### config.mk
export PLATFORM = sky130hd
export DESIGN_NAME = fp_addsub_pipe
export DESIGN_NICKNAME = d
export VERILOG_FILES = /design/src/rtl/fp_pkg.sv /design/src/rtl/fp_lzc.sv /design/src/rtl/fp_addsub_pipe.sv
export SDC_FILE = /design/constraint.sdc
export NUM_CORES = 1
export LEC_CHECK = 0
export CORE_MARGIN = 3
export CORE_UTILIZATION = 65
export CTS_CLUSTER_SIZE = 12
export DETAILED_ROUTE_END_ITERATION = 7
export GPL_ROUTABILITY_DRIVEN = 1
export HOLD_SLACK_MARGIN = 0.12
export PLACE_DENSITY_LB_ADDON = 0.1
export SYNTH_ARGS = -nofsm -noshare
export SYNTH_HDL_FRONTEND = slang
export SYNTH_SLANG_ARGS = --single-unit
### constraint.sdc
create_clock -name clk -period 8.81 [get_ports clk]
set_clock_uncertainty 0.1 [all_clocks]
set_input_delay 1.762 -clock clk [delete_from_list [all_inputs] [get_ports clk]]
set_output_delay 1.762 -clock clk [all_outputs]
set_load 0.02 [all_outputs]
### src/rtl/fp_pkg.sv
// rtl/fp_pkg.sv - shared types, exception bit positions and special-value constants for the FP add/sub pipe
package fp_pkg;

    localparam int FP_EXP_W = 8;
    localparam int FP_MAN_W = 23;

    // Operand after unpacking: sig carries the hidden bit above the stored fraction.
    typedef struct packed {
        logic                sign;
        logic [FP_EXP_W-1:0] exp;
        logic [FP_MAN_W:0]   sig;
    } fp_unpacked_t;

    localparam int EXC_INVALID   = 2;
    localparam int EXC_OVERFLOW  = 1;
    localparam int EXC_UNDERFLOW = 0;

    function automatic logic [63:0] fp_qnan(input int exp_w, input int man_w);
        logic [63:0] v;
        v = ((64'd1 << exp_w) - 64'd1) << man_w;
        v = v | (64'd1 << (man_w - 1));
        return v;
    endfunction

    function automatic logic [63:0] fp_inf(input int exp_w, input int man_w, input logic sign);
        logic [63:0] v;
        v = ((64'd1 << exp_w) - 64'd1) << man_w;
        v = v | (64'(sign) << (exp_w + man_w));
        return v;
    endfunction

endpackage

### src/rtl/fp_lzc.sv
// rtl/fp_lzc.sv - leading-zero counter; an all-zero input returns WIDTH
module fp_lzc
    import fp_pkg::*;
#(
    parameter int WIDTH = 27,
    parameter int CNT_W = $clog2(WIDTH + 1)
) (
    input  logic [WIDTH-1:0] i_data,
    output logic [CNT_W-1:0] o_count
);

    // Scanning upward lets the highest set bit make the final assignment.
    always_comb begin
        o_count = CNT_W'(WIDTH);
        for (int i = 0; i < WIDTH; i++) begin
            if (i_data[i]) o_count = CNT_W'(WIDTH - 1 - i);
        end
    end

endmodule

### src/rtl/fp_addsub_pipe.sv
// rtl/fp_addsub_pipe.sv - 3-stage FP adder/subtractor; FP_ADDSUB_ROUND_EN selects RNE, otherwise truncation
module fp_addsub_pipe
    import fp_pkg::*;
#(
    parameter int EXP_W = 8,
    parameter int MAN_W = 23
) (
    input  logic                   clk,
    input  logic                   reset,
    input  logic                   in_valid,
    output logic                   in_ready,
    input  logic [EXP_W+MAN_W:0]   a,
    input  logic [EXP_W+MAN_W:0]   b,
    input  logic                   op,
    output logic                   out_valid,
    input  logic                   out_ready,
    output logic [EXP_W+MAN_W:0]   r,
    output logic [2:0]             exc
);

    localparam int W     = 1 + EXP_W + MAN_W;
    localparam int SIG_W = MAN_W + 1;
    localparam int XW    = SIG_W + 3;
    localparam int LZ_W  = $clog2(XW + 1);
    localparam int EW2   = EXP_W + 2;
    localparam logic [EXP_W-1:0] EXP_ONES = '1;
    localparam logic [W-1:0]     QNAN     = W'(fp_qnan(EXP_W, MAN_W));

    logic w_advance;
    assign w_advance = !out_valid | out_ready;
    assign in_ready  = w_advance;

    logic             w_sa, w_sb;
    logic [EXP_W-1:0] w_ea, w_eb;
    logic [MAN_W-1:0] w_fa, w_fb;
    logic [SIG_W-1:0] w_ma, w_mb;
    logic             w_a_nan, w_b_nan, w_a_inf, w_b_inf, w_nan, w_inf, w_a_ge_b;

    assign w_sa     = a[W-1];
    assign w_sb     = b[W-1] ^ op;
    assign w_ea     = a[W-2:MAN_W];
    assign w_eb     = b[W-2:MAN_W];
    assign w_fa     = a[MAN_W-1:0];
    assign w_fb     = b[MAN_W-1:0];
    assign w_a_nan  = (w_ea == EXP_ONES) && (w_fa != '0);
    assign w_b_nan  = (w_eb == EXP_ONES) && (w_fb != '0);
    assign w_a_inf  = (w_ea == EXP_ONES) && (w_fa == '0);
    assign w_b_inf  = (w_eb == EXP_ONES) && (w_fb == '0);
    assign w_nan    = w_a_nan | w_b_nan | (w_a_inf & w_b_inf & (w_sa != w_sb));
    assign w_inf    = (w_a_inf | w_b_inf) & !w_nan;
    // Subnormals flush to zero here, so they never reach the datapath.
    assign w_ma     = (w_ea == '0) ? '0 : {1'b1, w_fa};
    assign w_mb     = (w_eb == '0) ? '0 : {1'b1, w_fb};
    assign w_a_ge_b = {w_ea, w_ma} >= {w_eb, w_mb};

    logic             w_sign_l;
    logic [EXP_W-1:0] w_exp_l, w_exp_s, w_shift;
    logic [SIG_W-1:0] w_sig_l, w_sig_s;
    logic [XW-1:0]    w_ext_s, w_aligned;

    always_comb begin
        w_sign_l = w_a_ge_b ? w_sa : w_sb;
        w_exp_l  = w_a_ge_b ? w_ea : w_eb;
        w_exp_s  = w_a_ge_b ? w_eb : w_ea;
        w_sig_l  = w_a_ge_b ? w_ma : w_mb;
        w_sig_s  = w_a_ge_b ? w_mb : w_ma;
        w_shift  = w_exp_l - w_exp_s;
        w_ext_s  = {w_sig_s, 3'b000};
        if (32'(w_shift) >= XW - 1)
            w_aligned = {{(XW-1){1'b0}}, |w_sig_s};
        else
            w_aligned = (w_ext_s >> w_shift)
                      | {{(XW-1){1'b0}}, |(w_ext_s & ~({XW{1'b1}} << w_shift))};
    end

    logic             r_s1_valid, r_s1_nan, r_s1_inf, r_s1_sign, r_s1_sub;
    logic [EXP_W-1:0] r_s1_exp;
    logic [XW-1:0]    r_s1_sig_l, r_s1_sig_s;

    always_ff @(posedge clk or negedge reset) begin
        if (!reset) begin
            r_s1_valid <= 1'b0;
            r_s1_nan   <= 1'b0;
            r_s1_inf   <= 1'b0;
            r_s1_sign  <= 1'b0;
            r_s1_sub   <= 1'b0;
            r_s1_exp   <= '0;
            r_s1_sig_l <= '0;
            r_s1_sig_s <= '0;
        end else if (w_advance) begin
            r_s1_valid <= in_valid;
            r_s1_nan   <= w_nan;
            r_s1_inf   <= w_inf;
            r_s1_sign  <= w_inf ? (w_a_inf ? w_sa : w_sb) : w_sign_l;
            r_s1_sub   <= w_sa ^ w_sb;
            r_s1_exp   <= w_exp_l;
            r_s1_sig_l <= {w_sig_l, 3'b000};
            r_s1_sig_s <= w_aligned;
        end
    end

    logic             r_s2_valid, r_s2_nan, r_s2_inf, r_s2_sign, r_s2_sub;
    logic [EXP_W-1:0] r_s2_exp;
    logic [XW:0]      r_s2_sum;

    always_ff @(posedge clk or negedge reset) begin
        if (!reset) begin
            r_s2_valid <= 1'b0;
            r_s2_nan   <= 1'b0;
            r_s2_inf   <= 1'b0;
            r_s2_sign  <= 1'b0;
            r_s2_sub   <= 1'b0;
            r_s2_exp   <= '0;
            r_s2_sum   <= '0;
        end else if (w_advance) begin
            r_s2_valid <= r_s1_valid;
            r_s2_nan   <= r_s1_nan;
            r_s2_inf   <= r_s1_inf;
            r_s2_sign  <= r_s1_sign;
            r_s2_sub   <= r_s1_sub;
            r_s2_exp   <= r_s1_exp;
            r_s2_sum   <= r_s1_sub ? ({1'b0, r_s1_sig_l} - {1'b0, r_s1_sig_s})
                                   : ({1'b0, r_s1_sig_l} + {1'b0, r_s1_sig_s});
        end
    end

    logic [LZ_W-1:0]  w_lz;
    logic [XW-1:0]    w_norm;
    logic [EW2-1:0]   w_exp_n, w_exp_f;
    logic [SIG_W:0]   w_mant;
    logic [MAN_W-1:0] w_frac;
    logic [W-1:0]     w_res;
    logic [2:0]       w_exc;

    fp_lzc #(
        .WIDTH (XW),
        .CNT_W (LZ_W)
    ) u_lzc (
        .i_data  (r_s2_sum[XW-1:0]),
        .o_count (w_lz)
    );

    always_comb begin
        if (r_s2_sum[XW]) begin
            w_norm  = {r_s2_sum[XW:2], |r_s2_sum[1:0]};
            w_exp_n = EW2'(r_s2_exp) + EW2'(1);
        end else begin
            w_norm  = r_s2_sum[XW-1:0] << w_lz;
            w_exp_n = EW2'(r_s2_exp) - EW2'(w_lz);
        end
    end

`ifdef FP_ADDSUB_ROUND_EN
    logic w_inc;
    assign w_inc  = w_norm[2] & (w_norm[1] | w_norm[0] | w_norm[3]);
    assign w_mant = {1'b0, w_norm[XW-1:3]} + (SIG_W+1)'(w_inc);
`else
    assign w_mant = (SIG_W+1)'({1'b0, w_norm} >> 3);
`endif

    // Exponent is kept two bits wider so a wrapped (negative) value flags underflow.
    always_comb begin
        w_exp_f = w_exp_n + EW2'(w_mant[SIG_W]);
        w_frac  = w_mant[SIG_W] ? w_mant[MAN_W:1] : w_mant[MAN_W-1:0];
        w_res   = {r_s2_sign, w_exp_f[EXP_W-1:0], w_frac};
        w_exc   = '0;
        if (r_s2_nan) begin
            w_res              = QNAN;
            w_exc[EXC_INVALID] = 1'b1;
        end else if (r_s2_inf) begin
            w_res = W'(fp_inf(EXP_W, MAN_W, r_s2_sign));
        end else if (r_s2_sum == '0) begin
            w_res = {r_s2_sign & ~r_s2_sub, {(W-1){1'b0}}};
        end else if (w_exp_f[EW2-1] || (w_exp_f == '0)) begin
            w_res                = {r_s2_sign, {(W-1){1'b0}}};
            w_exc[EXC_UNDERFLOW] = 1'b1;
        end else if (w_exp_f >= EW2'(EXP_ONES)) begin
            w_res               = W'(fp_inf(EXP_W, MAN_W, r_s2_sign));
            w_exc[EXC_OVERFLOW] = 1'b1;
        end
    end

    logic         r_out_valid;
    logic [W-1:0] r_r;
    logic [2:0]   r_exc;

    always_ff @(posedge clk or negedge reset) begin
        if (!reset) begin
            r_out_valid <= 1'b0;
            r_r         <= '0;
            r_exc       <= '0;
        end else if (w_advance) begin
            r_out_valid <= r_s2_valid;
            if (r_s2_valid) begin
                r_r   <= w_res;
                r_exc <= w_exc;
            end
        end
    end

    assign out_valid = r_out_valid;
    assign r         = r_r;
    assign exc       = r_exc;

endmodule

Word-level counts from Yosys, hierarchy flattened
Index checks and enable logic that the tools add are counted.
Storage, ports and cells
  register bits after elaboration: 141
  output and inout bits: 37
Cells by class
  add/subtract/negate cells: 5
  order comparisons: 3
  equal/unequal tests: 3
  shift-type cells: 3
  multiplexer cells: 52
  bitwise gates (word level): 14
  reductions and logical operators: 19
Operator list (count)
  $mux 24: 4
  $mux 32: 3
  $mux 5: 16
  $mux 31: 2
  $logic_not 23->1: 2
  $reduce_bool 23->1: 2
  $ge 32x32->1: 1
  $mux 4: 8
  $add 27x27->28: 1
  $logic_not 28->1: 1
  $mux 28: 1
  $sub 27x27->28: 1
  $and 27x27->27: 1
  $mux 27: 1
  $not 27->27: 1
  $or 27x1->27: 1
  $reduce_or 27->1: 1
  $shl 27x5->26: 1
  $shl 27x8->27 const A: 1
  $shr 27x8->27: 1
  $mux 26: 1
  $reduce_or 24->1: 1
  $eq 8x8->1 const B: 2
  $logic_not 8->1: 2
  20 further kinds: 43

Longest topological paths before layout
  depth in word-level cells: 35
  depth in mapped cells: 31

Cells and area by module
Synthesis repeated with hierarchy kept, for this count alone.
Unflattened totals
  cells, all modules: 1769
  area, all modules: 13260.2 µm²
Modules (own cells, without submodules)
  fp_addsub_pipe: times used 1, cells an instance 1718, area an instance 12982.5 µm², sequential area each 3528.4 µm²
  fp_lzc: times used 1, cells an instance 51, area an instance 277.8 µm², sequential area each 0.0 µm²

Worst setup path after synthesis
Ideal clock, no wire load.
  path kind: in2reg
  start: in a[24]
  end: reg r_s1_sig_s[0]
  setup time: 134 ps
  arrival: 7542 ps
  data required time: 8576 ps
  path slack: 1034 ps
  cell stages on the path: 30
  cells stage by stage: clkbuf_1 -> nor4_1 -> nand2_1 -> clkbuf_1 -> buf_1 -> nand2_1 -> inv_1 -> ha_1 -> a21oi_1 -> nor2b_1 -> or3_4 -> o311a_1 -> buf_4 -> nor2_4 -> buf_6 -> buf_2 -> buf_1 -> buf_1 -> o21a_1 -> ha_1 -> o21ai_0 -> nand2_1 -> o21ai_0 -> mux2_4 -> and3_1 -> o31ai_1 -> a41oi_1 -> or4_1 -> a2111oi_2 -> a2bb2oi_1
On the way
  word-level cells in the longest chain between the ends: 11
  elaborated cells on any way between the ends: 16
  classes of those cells: add/sub (1); order compare (2); shift (2); mux (5); bitwise (3); reduce/logical (3)
RTL lines
  start, declared: RTL line fp_addsub_pipe.sv:12  | input logic [EXP_W+MAN_W:0] a,
  $logic_not 8->1: RTL line fp_addsub_pipe.sv:52  | assign w_ma = (w_ea == '0) ? '0 : {1'b1, w_fa};
  $mux 24: RTL line fp_addsub_pipe.sv:52
  $ge 32x32->1: RTL line fp_addsub_pipe.sv:54  | assign w_a_ge_b = {w_ea, w_ma} >= {w_eb, w_mb};
  $mux 8 (on tied branches): RTL line fp_addsub_pipe.sv:63, fp_addsub_pipe.sv:64
  $sub 8x8->8: RTL line fp_addsub_pipe.sv:67  | w_shift = w_exp_l - w_exp_s;
  $shl 27x8->27: RTL line fp_addsub_pipe.sv:73  | | {{(XW-1){1'b0}}, |(w_ext_s & ~({XW{1'b1}} << w_shift))};
  $not 27->27: RTL line fp_addsub_pipe.sv:73
  $and 27x27->27: RTL line fp_addsub_pipe.sv:73
  $reduce_or 27->1: RTL line fp_addsub_pipe.sv:73
  $or 27x1->27: RTL line fp_addsub_pipe.sv:73
  $mux 27 *: RTL line fp_addsub_pipe.sv:69  | if (32'(w_shift) >= XW - 1)
  end signal, assigned: RTL line fp_addsub_pipe.sv:98  | r_s1_sig_s <= w_aligned;
  end, declared: RTL line fp_addsub_pipe.sv:78  | logic [XW-1:0] r_s1_sig_l, r_s1_sig_s;
Every way passes the cells marked *; elsewhere a longest branch is shown, timed or not.
A chain may end at the register's enable or synchronous reset.

Worst setup path after layout
Same ends and word-level chain as after synthesis.

==> impl_metrics.py <==
metrics = {
    "status": {
        "status": "finished, violations left",
        "failed_checks": "design-rule violations",
    },
    "final_layout": {
        "nFillCells": 1567,
        "layout_common_cells": "nand2_1 (257), nor2_1 (171), a21oi_1 (152), o21ai_0 (148), dfrtp_1 (141)",
        "drive_above_1_share": 0.07209,
        "diodes": 0,
        "final_common_cell": "nand2_1",
        "area_growth_syn_to_layout_pct": 12.37,
        "nets": 1993,
    },
    "worst_setup_path": {
        "cp-start-kind": "primary input",
        "required_ns": 9.01,
        "slowest_delay_ns": 0.63,
        "critPathArrivalTime_ns": 8.11,
        "slowest_stage": "clkdlybuf4s50_1",
        "crit_chain": "clkdlybuf4s50_1, nor4_1, nand2_1, and2_0, ha_1, o21ai_0, o21ai_0, a22oi_1, o211ai_2, nor2_4, o21a_1, ha_1, or2_2, or3_1, and2_1, o21ai_0, a41oi_1, or4_1, a2111oi_2, a2bb2oi_1",
        "cpMostUsedCell": "o21ai_0",
        "setup.worst_path.end_class": "register",
        "path_max_fanout": 30,
        "crit_type": "in2reg",
    },
    "synthesis": {
        "syn_area_per_cell_um2": 7.663,
        "synth_seq_cells": 141,
        "syn_inst": 1804,
        "synth_top_flop_cell": "dfrtp_1",
        "synth_area_mm2": 0.01382,
        "synth_nets": 1964,
        "synth_edf_count": 0,
        "yosysWarnings": 0,
        "synth_largest_area_cell": "dfrtp_1",
        "synth_area_leaders": "dfrtp_1 (26%), ha_1 (8.1%), nand2_1 (7.0%)",
        "async_reset_ff_frac": 1.000,
        "synth_cell_type_count": 95,
        "yosysTopAreaCellShare": 0.2552,
        "seq_area_frac_synth": 0.2552,
    },
    "clock_network": {
        "cts_buffers": 17,
        "clk-insertion-delay-late_ns": 0.44,
        "cts_tree": "built",
        "cts.sinks": 141,
        "clock_path_buffers": 2,
        "cts_max_level": 4,
        "cts_root_buf": "clkbuf_16",
        "cts_resized": 0,
        "clk_pin_slew_ns": 0.07,
        "post_cts_buffers": 0,
        "cts-hold-fix-buffers": 0,
    },
    "placement": {
        "post-place-ws_ns": 0.5792,
        "port_buffers": 105,
        "globalplace.congestion": 1.079,
        "dpl.hpwl_um": 34110,
    },
    "drt": {
        "drc": 1,
        "first_iter_violations": 1873,
        "drtAntennaViolNets": 0,
        "routed_wl_um": 46330,
        "avgViaCountPerCell": 6.926,
        "wl_per_cell_um": 21.91,
        "dr.pass1.iters": 8,
        "vias": 14649,
    },
    "sta": {
        "fmax_mhz": 126.5,
        "relSlewSlack": 0.1405,
        "fin_setup_tns_ns": 0,
        "rsz0062_at_grt": "false",
        "min_period_ns": 7.903,
        "finalSetupViolCount": 0,
        "tightest_slew_ns": 1.279,
        "layout_setup_ws_ns": 0.9073,
        "maxSlewViolCount": 0,
        "fin_crit_sh": 0.8970,
        "final_hold_viol_count": 0,
    },
    "floorplan": {
        "die_h_um": 151.8,
        "ioPinCount": 106,
        "start_util": 0.6723,
        "fp.dieW_um": 151.8,
        "core-area_mm2": 0.02056,
        "fp-row-count": 52,
        "dieArea_mm2": 0.02305,
    },
    "grt": {
        "grt_pass1_wl_um": 74450,
        "grt_overflow": 0,
        "grt_pass1_vias": 14045,
        "grt_max_degree": 89,
        "track_usage": 0.3915,
        "antenna_found_initial": 1,
    },
    "worst_hold_path": {
        "hold_path_class": "reg2reg",
    },
    "power_and_ir_drop": {
        "leakagePower_nw": 6.693,
        "p_per_area_mw_per_mm2": 280.4,
        "ir_drop_mv": 0.1733,
    },
    "job": {
        "maxCapViolCount": 0,
    },
}
where the power goes:
| part | leakage [nW] | internal [mW] | switching (mW) | total [mW] |
|---|---|---|---|---|
| clock network | 0.281 | 0.453 | 0.304 | 0.757 |
| registers | 1.75 | 0.855 | 0.318 | 1.17 |
| logic | 4.66 | 0.992 | 1.43 | 2.43 |
| total | 6.69 | 2.30 | 2.06 | 4.36 |
flip-flops by register name, indices dropped and copies added (netlist names), 3 cells and up:
register,count
r_s2_sum,28
r_s1_exp,8
exc,3
r_s2_exp,8
r_s1_sig_s,27
r_s1_sig_l,24
r,32
Yosys cell counts (21+ instances only):
master	number
nand2_1	257
nor2_1	171
dfrtp_1	141
a211oi_1	21
o22ai_1	26
a21oi_1	152
mux2i_1	37
inv_1	111
xnor2_1	23
clkbuf_1	82
nor3_1	38
ha_1	89
o21ai_0	149
nand3_1	45
a31oi_1	25
mux4_2	32
o211ai_1	28
nor4_1	22
per-layer routing:
metal	GRT usage	part of all wire
met4	0.1554	0.041
met3	0.07338	0.11
met5	0	0.00024
met2	0.6048	0.44
met1	0.5480	0.40
cell families after synthesis:
family | share of synthesized area
xor gates and xnor gates | 0.02263
muxes | 0.08735
adders and majority gates | 0.08345
DFF | 0.2552
AOI/OAI and AO/OA | 0.2715
and+or+nand+nor | 0.2128
buffers and inverters | 0.06707
metrics by stage:
stage	utilization	cells	cell area [um2]	hold slack (ns)	total power [mW]
global placement	0.7268	2084	14940	0.3503	3.442
finish	0.7555	2115	15530	0.3726	4.355
floorplan	-	1804	13820	0.3386	2.757
CTS	0.7555	2115	15530	0.3729	4.276
global route	0.7555	2115	15530	0.3991	4.603
detailed placement	0.7268	2084	14940	0.3594	3.512
critical path: cells and delay by family:
| family | cells | cell delay [ns] |
|---|---|---|
| and+or+nand+nor | 8 | 3.11 |
| buffers and inverters | 1 | 0.63 |
| AOI/OAI and AO/OA | 9 | 2.00 |
| adders and majority gates | 2 | 0.59 |
path summary, 6_finish.rpt:
| kind | from | end | slack, ns | depth (start not counted) |
|---|---|---|---|---|
| min reg2reg | r_s1_exp[4]$_DFFE_PN0N_ | r_s2_exp[4]$_DFFE_PN0N_ | 0.37 | 2 |
| min in group asynchronous | reset | r_s2_sum[8]$_DFFE_PN0N_ | 1.26 | 1 |
| min | r_s1_exp[4]$_DFFE_PN0N_ | r_s2_exp[4]$_DFFE_PN0N_ | 0.37 | 2 |
| max reg2reg | r_s2_sum[12]$_DFFE_PN0N_ | r[14]$_DFFE_PN0P_ | 2.11 | 20 |
| max in group asynchronous | reset | r_s1_sig_s[20]$_DFFE_PN0N_ | 5.95 | 2 |
| max | a[24] | r_s1_sig_s[0]$_DFFE_PN0N_ | 0.91 | 20 |
area by class of cell:
type	instances	area, um2	area share
Sequential cell	141	3528	0.2271
Timing Repair Buffer	131	1260	0.08111
Inverter	113	424.2	0.02731
Clock inverter	9	136.4	0.008780
Clock buffer	22	454.2	0.02924
Multi-Input combinational cell	1429	9393	0.6047
Tap cell	270	337.8	0.02175
No activity file was read; power rests on OpenSTA's default activity.
